==> config.mk <==
export PLATFORM = sky130hd
export DESIGN_NAME = simple_image_analyzer
export DESIGN_NICKNAME = d
export VERILOG_FILES = /design/src/rtl/simple_image_analyzer.sv
export SDC_FILE = /design/constraint.sdc
export NUM_CORES = 1
export LEC_CHECK = 0
export BUFFER_PORTS_ARGS = -buffer_cell sky130_fd_sc_hd__buf_2
export CAP_MARGIN = 10
export CORE_ASPECT_RATIO = 0.5
export CORE_MARGIN = 8
export CORE_UTILIZATION = 60
export DETAILED_ROUTE_END_ITERATION = 6
export PLACE_DENSITY_LB_ADDON = 0.08
export SKIP_LAST_GASP = 1
export SLEW_MARGIN = 40
export SYNTH_ARGS = -nofsm -noshare
export SYNTH_HDL_FRONTEND = slang
export SYNTH_SLANG_ARGS = --single-unit
==> constraint.sdc <==
create_clock -name clk -period 3.6 [get_ports clk]
set_input_delay 0.18 -clock clk [delete_from_list [all_inputs] [get_ports clk]]
set_output_delay 0.18 -clock clk [all_outputs]
set_load 0.1 [all_outputs]
==> src/rtl/simple_image_analyzer.sv <==
// Lane-position analyzer: accumulates left/right half pixel sums over a raster
// frame and emits the signed right-minus-left difference with a steering code.
module simple_image_analyzer #(
    parameter int IMG_WIDTH          = 32,
    parameter int IMG_HEIGHT         = 32,
    parameter int DECISION_THRESHOLD = 4096,
    parameter int IDLE_TIMEOUT       = 64
) (
    input  logic        clk,
    input  logic        rst_n,
    input  logic        start_signal,
    input  logic        pixel_valid,
    input  logic [7:0]  pixel_in,
    output logic        final_result_valid,
    output logic [47:0] final_lane_result,
    output logic        analyzer_busy
);

    localparam int FRAME_PIXELS = IMG_WIDTH * IMG_HEIGHT;
    localparam int COL_W        = (IMG_WIDTH > 1) ? $clog2(IMG_WIDTH) : 1;
    localparam int ROW_W        = (IMG_HEIGHT > 1) ? $clog2(IMG_HEIGHT) : 1;
    localparam int TO_W         = (IDLE_TIMEOUT > 1) ? $clog2(IDLE_TIMEOUT) : 1;
    localparam int SUM_W        = 24;
    localparam int DIFF_W       = 46;
    localparam logic signed [DIFF_W-1:0] THRESH = DIFF_W'(DECISION_THRESHOLD);

    typedef enum logic [1:0] {
        ST_IDLE    = 2'b00,
        ST_RECEIVE = 2'b01,
        ST_COMPUTE = 2'b10,
        ST_OUTPUT  = 2'b11
    } state_t;

    state_t                    state_r;
    logic [COL_W-1:0]          col_r;
    logic [ROW_W-1:0]          row_r;
    logic [15:0]               pix_cnt_r;
    logic [TO_W-1:0]           idle_cnt_r;
    logic [SUM_W-1:0]          left_sum_r;
    logic [SUM_W-1:0]          right_sum_r;

    logic [SUM_W-1:0]          px_ext_s;
    logic                      is_left_s;
    logic                      last_col_s;
    logic                      last_pix_s;
    logic                      timeout_s;
    logic signed [DIFF_W-1:0]  diff_s;
    logic [1:0]                code_s;

    // Column/frame boundary flags, signed difference and steering decision
    always_comb begin
        px_ext_s   = {{(SUM_W-8){1'b0}}, pixel_in};
        is_left_s  = (col_r < COL_W'(IMG_WIDTH / 2));
        last_col_s = (col_r == COL_W'(IMG_WIDTH - 1));
        last_pix_s = (pix_cnt_r == 16'(FRAME_PIXELS - 1));
        timeout_s  = (idle_cnt_r == TO_W'(IDLE_TIMEOUT - 1));
        diff_s     = $signed({{(DIFF_W-SUM_W){1'b0}}, right_sum_r})
                   - $signed({{(DIFF_W-SUM_W){1'b0}}, left_sum_r});
        code_s     = 2'b00;
        if (diff_s > THRESH) begin
            code_s = 2'b10;
        end else if (diff_s < -THRESH) begin
            code_s = 2'b01;
        end else begin
            code_s = 2'b00;
        end
    end

    // Frame FSM, accumulators and registered outputs
    always_ff @(posedge clk) begin
        if (!rst_n) begin
            state_r            <= ST_IDLE;
            col_r              <= '0;
            row_r              <= '0;
            pix_cnt_r          <= 16'd0;
            idle_cnt_r         <= '0;
            left_sum_r         <= '0;
            right_sum_r        <= '0;
            final_result_valid <= 1'b0;
            final_lane_result  <= 48'd0;
            analyzer_busy      <= 1'b0;
        end else begin
            case (state_r)
                ST_IDLE: begin
                    final_result_valid <= 1'b0;
                    if (start_signal) begin
                        state_r       <= ST_RECEIVE;
                        analyzer_busy <= 1'b1;
                        idle_cnt_r    <= '0;
                        row_r         <= '0;
                        right_sum_r   <= '0;
                        // A pixel arriving with the start pulse is pixel 0 (column 0, left half)
                        if (pixel_valid) begin
                            col_r      <= COL_W'(1);
                            pix_cnt_r  <= 16'd1;
                            left_sum_r <= px_ext_s;
                        end else begin
                            col_r      <= '0;
                            pix_cnt_r  <= 16'd0;
                            left_sum_r <= '0;
                        end
                    end else begin
                        analyzer_busy <= 1'b0;
                    end
                end
                ST_RECEIVE: begin
                    if (pixel_valid) begin
                        idle_cnt_r <= '0;
                        pix_cnt_r  <= pix_cnt_r + 16'd1;
                        if (is_left_s) begin
                            left_sum_r <= left_sum_r + px_ext_s;
                        end else begin
                            right_sum_r <= right_sum_r + px_ext_s;
                        end
                        if (last_col_s) begin
                            col_r <= '0;
                            row_r <= row_r + ROW_W'(1);
                        end else begin
                            col_r <= col_r + COL_W'(1);
                        end
                        if (last_pix_s) begin
                            state_r <= ST_COMPUTE;
                        end else begin
                            state_r <= ST_RECEIVE;
                        end
                    end else if (timeout_s) begin
                        state_r <= ST_COMPUTE;
                    end else begin
                        idle_cnt_r <= idle_cnt_r + TO_W'(1);
                    end
                end
                ST_COMPUTE: begin
                    final_lane_result  <= {diff_s, code_s};
                    final_result_valid <= 1'b1;
                    state_r            <= ST_OUTPUT;
                end
                ST_OUTPUT: begin
                    final_result_valid <= 1'b0;
                    analyzer_busy      <= 1'b0;
                    state_r            <= ST_IDLE;
                end
                default: begin
                    final_result_valid <= 1'b0;
                    analyzer_busy      <= 1'b0;
                    state_r            <= ST_IDLE;
                end
            endcase
        end
    end

endmodule

==> results of run 1 <==
[where the power goes]
group / leakage (nW) / internal [mW] / switching (mW) / total (mW)
Sequential: 0.857 / 1.20 / 0.0239 / 1.22
Clock: 0.156 / 0.559 / 0.489 / 1.05
Combinational: 2.10 / 0.280 / 0.498 / 0.778
Total: 3.11 / 2.04 / 1.01 / 3.05
[layout make-up]
type                            instances  area (um^2)
Inverter                               51          191
Tap cell                              145          181
Fill cell                             962         3580
Clock buffer                            9          225
Multi-Input combinational cell        628         4220
Timing Repair Buffer                   72          388
Clock inverter                          7         97.6
Sequential cell                       106         2120
[stage by stage]
step           worst slack, ns  utilization, %  area, um^2  total power [mW]  std cells
2_1_floorplan            0.373               -        6790              1.85        835
3_3_place_gp             0.208            64.3        7080              1.99       1000
3_5_place_dp             0.117            64.3        7080              2.01       1000
4_1_cts                 0.0667            67.2        7400              3.06       1016
5_1_grt                 0.0197            67.5        7430              3.20       1018
6_report                 0.155            67.5        7430              3.05       1018
[path summary, 6_finish.rpt]
check	startpoint	endpoint	slack [ns]	depth (start not counted)
hold / removal	pixel_in[7]	left_sum_r[7]	0.18	3
setup reg to reg	left_sum_r[0]	final_lane_result[1]	0.15	12
setup / recovery	left_sum_r[0]	final_lane_result[1]	0.15	12
hold reg to reg	final_lane_result[2]	final_lane_result[2]	0.48	1
[cell usage after synthesis (4+ instances only)]
library cell	n
xnor2_1	51
nor2_1	74
dfxtp_1	106
nor2b_1	36
o21a_1	10
a21o_1	10
nand2_1	74
nor3_1	20
ha_1	49
and2_1	8
clkbuf_1	26
or4_1	4
nand4_1	10
o21ai_0	32
o21ai_1	13
o211a_1	12
nand3_1	29
a211oi_1	9
or3_1	8
o211ai_1	6
a21oi_1	46
o21bai_1	8
inv_1	50
and3_1	11
xor2_1	21
a22oi_1	12
nand2b_1	6
mux2i_1	18
buf_4	21
a21boi_0	10
[routing by layer]
metal	routed length, um	share of wire (%)
met2	6890	46
met4	163	1.1
met1	7260	48
met3	673	4.5
met5	0	0
[worst register-to-register path: stages, from the launching register on]
cell and delay, ns:
dfxtp_1 0.37, ha_1 0.19, inv_1 0.06, fa_2 0.37, a21o_1 0.22, a311o_1 0.41
a221oi_4 0.38, a311o_2 0.23, nor2_1 0.05, a211o_1 0.29, nor4_2 0.14, or4b_1 0.46
o21a_1 0.17
[sequential cells by signal, indices dropped and copies added, names as in the netlist, named ones only]
register and count:
pix_cnt_r 16, left_sum_r 24, final_result_valid 1, idle_cnt_r 6, state_r 1, col_r 5, final_lane_result 27, analyzer_busy 1
right_sum_r 24
[cells by family after synthesis]
logic type | Yosys count
simple gates | 293
compound gates | 192
flops | 106
buf+inv | 101
xor+xnor | 72
fa+ha+maj | 52
mux | 19
[repair_timing]
action,CTS,global route
buffers inserted,0,2
endpoints found under the setup margin,0,1
resized for setup,0,1
==> run summary, run 1 <==
Delay-heaviest family, CP: compound AO/OA/AOI/OAI gates
Post-synthesis mux area share: 2.82%
First-pass DRT Iterations: 5
Total core area: 0.0110 mm^2
Post-route ant nets: 0
# nets final: 932
Yosys warns: 0
Mapped Area: 0.00679 mm^2
PortBufs: 61
Post-Synth XOR/XNOR Area: 9.29%
Sequential element share of the synthesized area: 31.3%
FF+latch count, synth: 106
CTS clk-pin slew, worst paths: 0.08 ns
Vias in the first global route: 5579
Total Routed Length: 15.0 mm
Dpl hpwl: 11.3 mm
Largest cells by area after synthesis: dfxtp_1 (31%), ha_1 (9.0%), xnor2_1 (6.6%), nand2_1 (4.1%), nor2_1 (4.1%)
Synth-to-Final Area Change: 9.42%
Max Slew Vio Count: 0
Synth Instances: 835
Die width: 166 um
Crit-path slowest cell: or4b_1
Initial antenna violation count: 0
Overall Global Routing Usage: 19.7%
Post-synth EDFFs: 0
Period utilization: 95.7%
Adder-cell share of the synthesized area: 9.91%
Highest-count cells in the layout ignoring fill and taps: dfxtp_1 (106), nand2_1 (74), nor2_1 (74), buf_2 (61), xnor2_1 (51)
Max FO, Critical Path: 4
Clk_lat worst skew: 0.36 ns
Detailed-route DRC error count: 0
Critical path, cell by cell: ha_1 > inv_1 > fa_2 > a21o_1 > a311o_1 > a221oi_4 > a311o_2 > nor2_1 > a211o_1 > nor4_2 > or4b_1 > o21a_1
Worst Max-Slew Pin Slew: 0.676 ns
TritonCTS clock tree: yes
Starting DRT DRC Count: 266
Routed len/inst: 14.7 um
Gpl congestion: 0.891
M1 GR Usage: 24.6%
GR peak layer: met2
Vias/cell: 5.66
Lkg Pwr: 3.11 nW
CTS sink cnt: 106
RSZ-0062 raised after global routing: false
I/O pin count: 62
Share of cells above drive strength 1: 11.0%
Min cycle time layout: 3.45 ns
Total gr overflow: 0
Chip height: 91.2 um
Status: completed
Pin count of the biggest net entering global routing: 33
Most common cell after layout, fill and taps aside: dfxtp_1
F_max: 290 MHz
Net Count, Synth: 899
Area leader, netlist: dfxtp_1
Setup Skew: 0.0121 ns
Final Hold Fails: 0
Pwr/cell area: 411 mW/mm^2
Post-synth cell types: 59
Setup-failing EPs final: 0
Worst Path Arrival: 3.70 ns
Post-Synth Simple-Gate Area: 21.1%
FFs w/ async S/R, synth: 0%
Vias: 5766
Initial Util: 61.7%
Mapped Avg Cell Area: 8.13 um^2
Met2 usage: 33.7%
Crit-path max cell delay: 0.46 ns
Rel. slew slack: 54.8%
Max-cap violation count: 0
Post-synthesis compound-gate area fraction: 18.9%
Crit path launch type: flip-flop
Die Area: 0.0152 mm^2
Max VDD drop: 202 uV
Synth top area share: 31.3%
Bufs and invs on worst path: 1
Hold WC Path Type: input port to flip-flop
# hold bufs at CTS: 0
Largest family of logic cells by synthesized area: simple AND/OR/NAND/NOR gates
Clock buffer depth: 2
M3 GR Usage: 5.01%
Row count: 27
First-pass GRT wire length: 25.6 mm
Critical Setup Path Class: flip-flop to flip-flop
Required time worst endpoint: 3.85 ns
CTS H-Tree Depth: 3
Ys flop type: dfxtp_1
Crit. End Element: flip-flop
Clk root buf: clkbuf_16
Hold_ws: 0.183 ns
Setup TNS: 0 ns
Total CTS buffers: 9
ANT cells: 0
Power figures use the tool's default switching activity.
==> run 2, diff against run 1 <==
--- a/config.mk
+++ b/config.mk
@@ -11,6 +11,7 @@
 export CORE_MARGIN = 8
 export CORE_UTILIZATION = 60
 export DETAILED_ROUTE_END_ITERATION = 6
+export GPL_TIMING_DRIVEN = 0
 export PLACE_DENSITY_LB_ADDON = 0.08
 export SKIP_LAST_GASP = 1
 export SLEW_MARGIN = 40
==> run 2 against run 1 <==
Combinational power rose by 2%. Clock skew fell by 0.0044 ns. Flip-flop and latch count did not move. Via count rose by 4.3%. Sequential share of layout area fell by 0.72 points. Final cell count rose by 4.0%. First-iteration DRC count rose by 19%. Critical path depth did not move. Utilization rose by 1.7 points. Global-route usage rose by 1.3 points. Critical endpoint unchanged. Largest cell class unchanged. Largest power group unchanged. Highest routed layer unchanged.
==> run summary, run 2 (synthesis results as in run 1) <==
CTS H-Tree Depth: 3
Required time worst endpoint: 3.85 ns
ANT cells: 0
# hold bufs at CTS: 0
Crit-path max cell delay: 0.46 ns
Max VDD drop: 246 uV
R2r setup slk: 0.15 ns
Lkg Pwr: 3.21 nW
First-pass DRT Iterations: 5
Pwr/cell area: 403 mW/mm^2
Chip height: 91.2 um
Register share of total power: 39.9%
R2R depth: 12
Share of cells above drive strength 1: 11.9%
# fillers: 918
Total core area: 0.0110 mm^2
Max FO, Critical Path: 4
I/O pin count: 62
Post-route ant nets: 0
WL met2: 7.33 mm
Synth-to-Final Area Change: 12.2%
Die width: 166 um
Switch Pwr: 1.02 mW
Setup Skew: 0.00765 ns
Total Routed Length: 16.1 mm
Worst Path Arrival: 3.70 ns
Overall Global Routing Usage: 20.9%
# nets final: 973
Worst Max-Slew Pin Slew: 0.742 ns
Max-cap violation count: 0
Top flop regs: final_lane_result x27, left_sum_r x24, right_sum_r x24
Crit. End Element: flip-flop
Most common cell after layout, fill and taps aside: dfxtp_1
Starting DRT DRC Count: 316
Critical path, cell by cell: ha_1 > inv_1 > fa_2 > a21o_1 > a311o_1 > a221oi_4 > a311o_2 > nor2_1 > a211o_1 > nor4_2 > or4b_1 > o21a_1
Final Hold Fails: 0
Routed len/inst: 15.2 um
Crit-path slowest cell: or4b_1
Row count: 27
Initial antenna violation count: 0
CTS clk-pin slew, worst paths: 0.08 ns
Pin count of the biggest net entering global routing: 24
Dpl hpwl: 12.6 mm
Total CTS buffers: 9
Status: completed
Cell area after layout: 0.00762 mm^2
Clk_lat worst skew: 0.35 ns
Clk root buf: clkbuf_16
Placed insts: 1041
PortBufs: 61
Metal-1 WL: 7.82 mm
Min cycle time layout: 3.45 ns
Gpl congestion: 0.878
Setup TNS: 0 ns
TritonCTS clock tree: yes
Clock Power Share: 34.3%
Reg-to-reg startpoint: left_sum_r[0]
Rel. slew slack: 50.5%
Clock buffer depth: 2
Detailed-route DRC error count: 0
Non-filler cells, final: 1059
Layout Utilization: 69.2%
Largest register by flop count: final_lane_result
HP Start: pixel_in[7]
Pint: 2.05 mW
Initial Util: 61.7%
R2R Path End: final_lane_result[1]
Die Area: 0.0152 mm^2
Highest-count cells in the layout ignoring fill and taps: dfxtp_1 (106), nand2_1 (74), nor2_1 (74), buf_2 (61), xnor2_1 (51)
Largest register FFs: 27
Period utilization: 95.9%
Top Metal Used: met4
Critical Setup Path Class: flip-flop to flip-flop
Vias/cell: 5.68
Critical Path End: final_lane_result[1]
First-pass GRT wire length: 27.0 mm
Crit path launch type: flip-flop
Hold_ws: 0.167 ns
CTS sink cnt: 106
Max Slew Vio Count: 0
Placed Area: 0.00728 mm^2
Met3 WL: 775 um
Vias: 6015
Sw frac: 33.2%
Hold WC Path Type: input port to flip-flop
F_max: 290 MHz
Setup-failing EPs final: 0
Total gr overflow: 0
Comb pwr share: 25.7%
Vias in the first global route: 5735
Crit. Startpoint: left_sum_r[0]
-- run 2: layout make-up --
cell class	count	area [um^2]	area share (%)
flip-flops and latches	106	2120	27.8
repair buffers	63	320	4.20
clock inverters	6	72.6	0.952
multi-input cells	628	4230	55.5
clock buffers	10	239	3.14
well taps	145	181	2.38
inverters	51	191	2.51
plain buffers	50	267	3.50
-- run 2: routing by layer --
metal  global-route usage (%)  vias to the layer above
met3                     4.23                       18
met1                     26.9                     2823
met2                     35.5                      141
met5                        0                        -
met4                     5.36                        0
li1                         -                     3033
-- run 2: through the flow --
stage | power [mW] | setup WS, ns
floorplan | 1.85 | 0.373
global placement | 2.00 | 0.138
detailed placement | 2.02 | 0.0864
CTS | 3.06 | 0.0574
global route | 3.21 | -0.0000542
finish | 3.07 | 0.148
-- run 2: worst min-delay path by stage --
stage                       endpoint  slack [ns]  depth (start not counted)
2_1_floorplan          left_sum_r[7]        0.38                          2
3_3_place_gp   final_lane_result[20]        0.46                          1
3_5_place_dp   final_lane_result[20]        0.46                          1
4_1_cts                left_sum_r[7]        0.17                          3
5_1_grt                left_sum_r[7]        0.20                          3
6_report               left_sum_r[7]        0.17                          3
-- run 2: critical path: cells and delay by family (launching register included) --
family / cells / cell delay, ns
compound gates: 6 / 1.74
simple gates: 3 / 0.65
flops: 1 / 0.37
buf+inv: 1 / 0.05
fa+ha+maj: 2 / 0.55
-- run 2: power groups by stage --
stage                     logic [mW]  registers, mW  clock network (mW)
final                          0.791           1.23                1.05
after CTS                      0.773           1.23                1.06
after detailed placement       0.765           1.25                   0
after global routing           0.864           1.23                1.11
after floorplan                0.541           1.31                   0
after global placement         0.751           1.25                   0
-- run 2: what timing repair did --
action,CTS,global route
buffers inserted,0,2
gates resized for setup,0,1
endpoints found under the setup margin,0,1
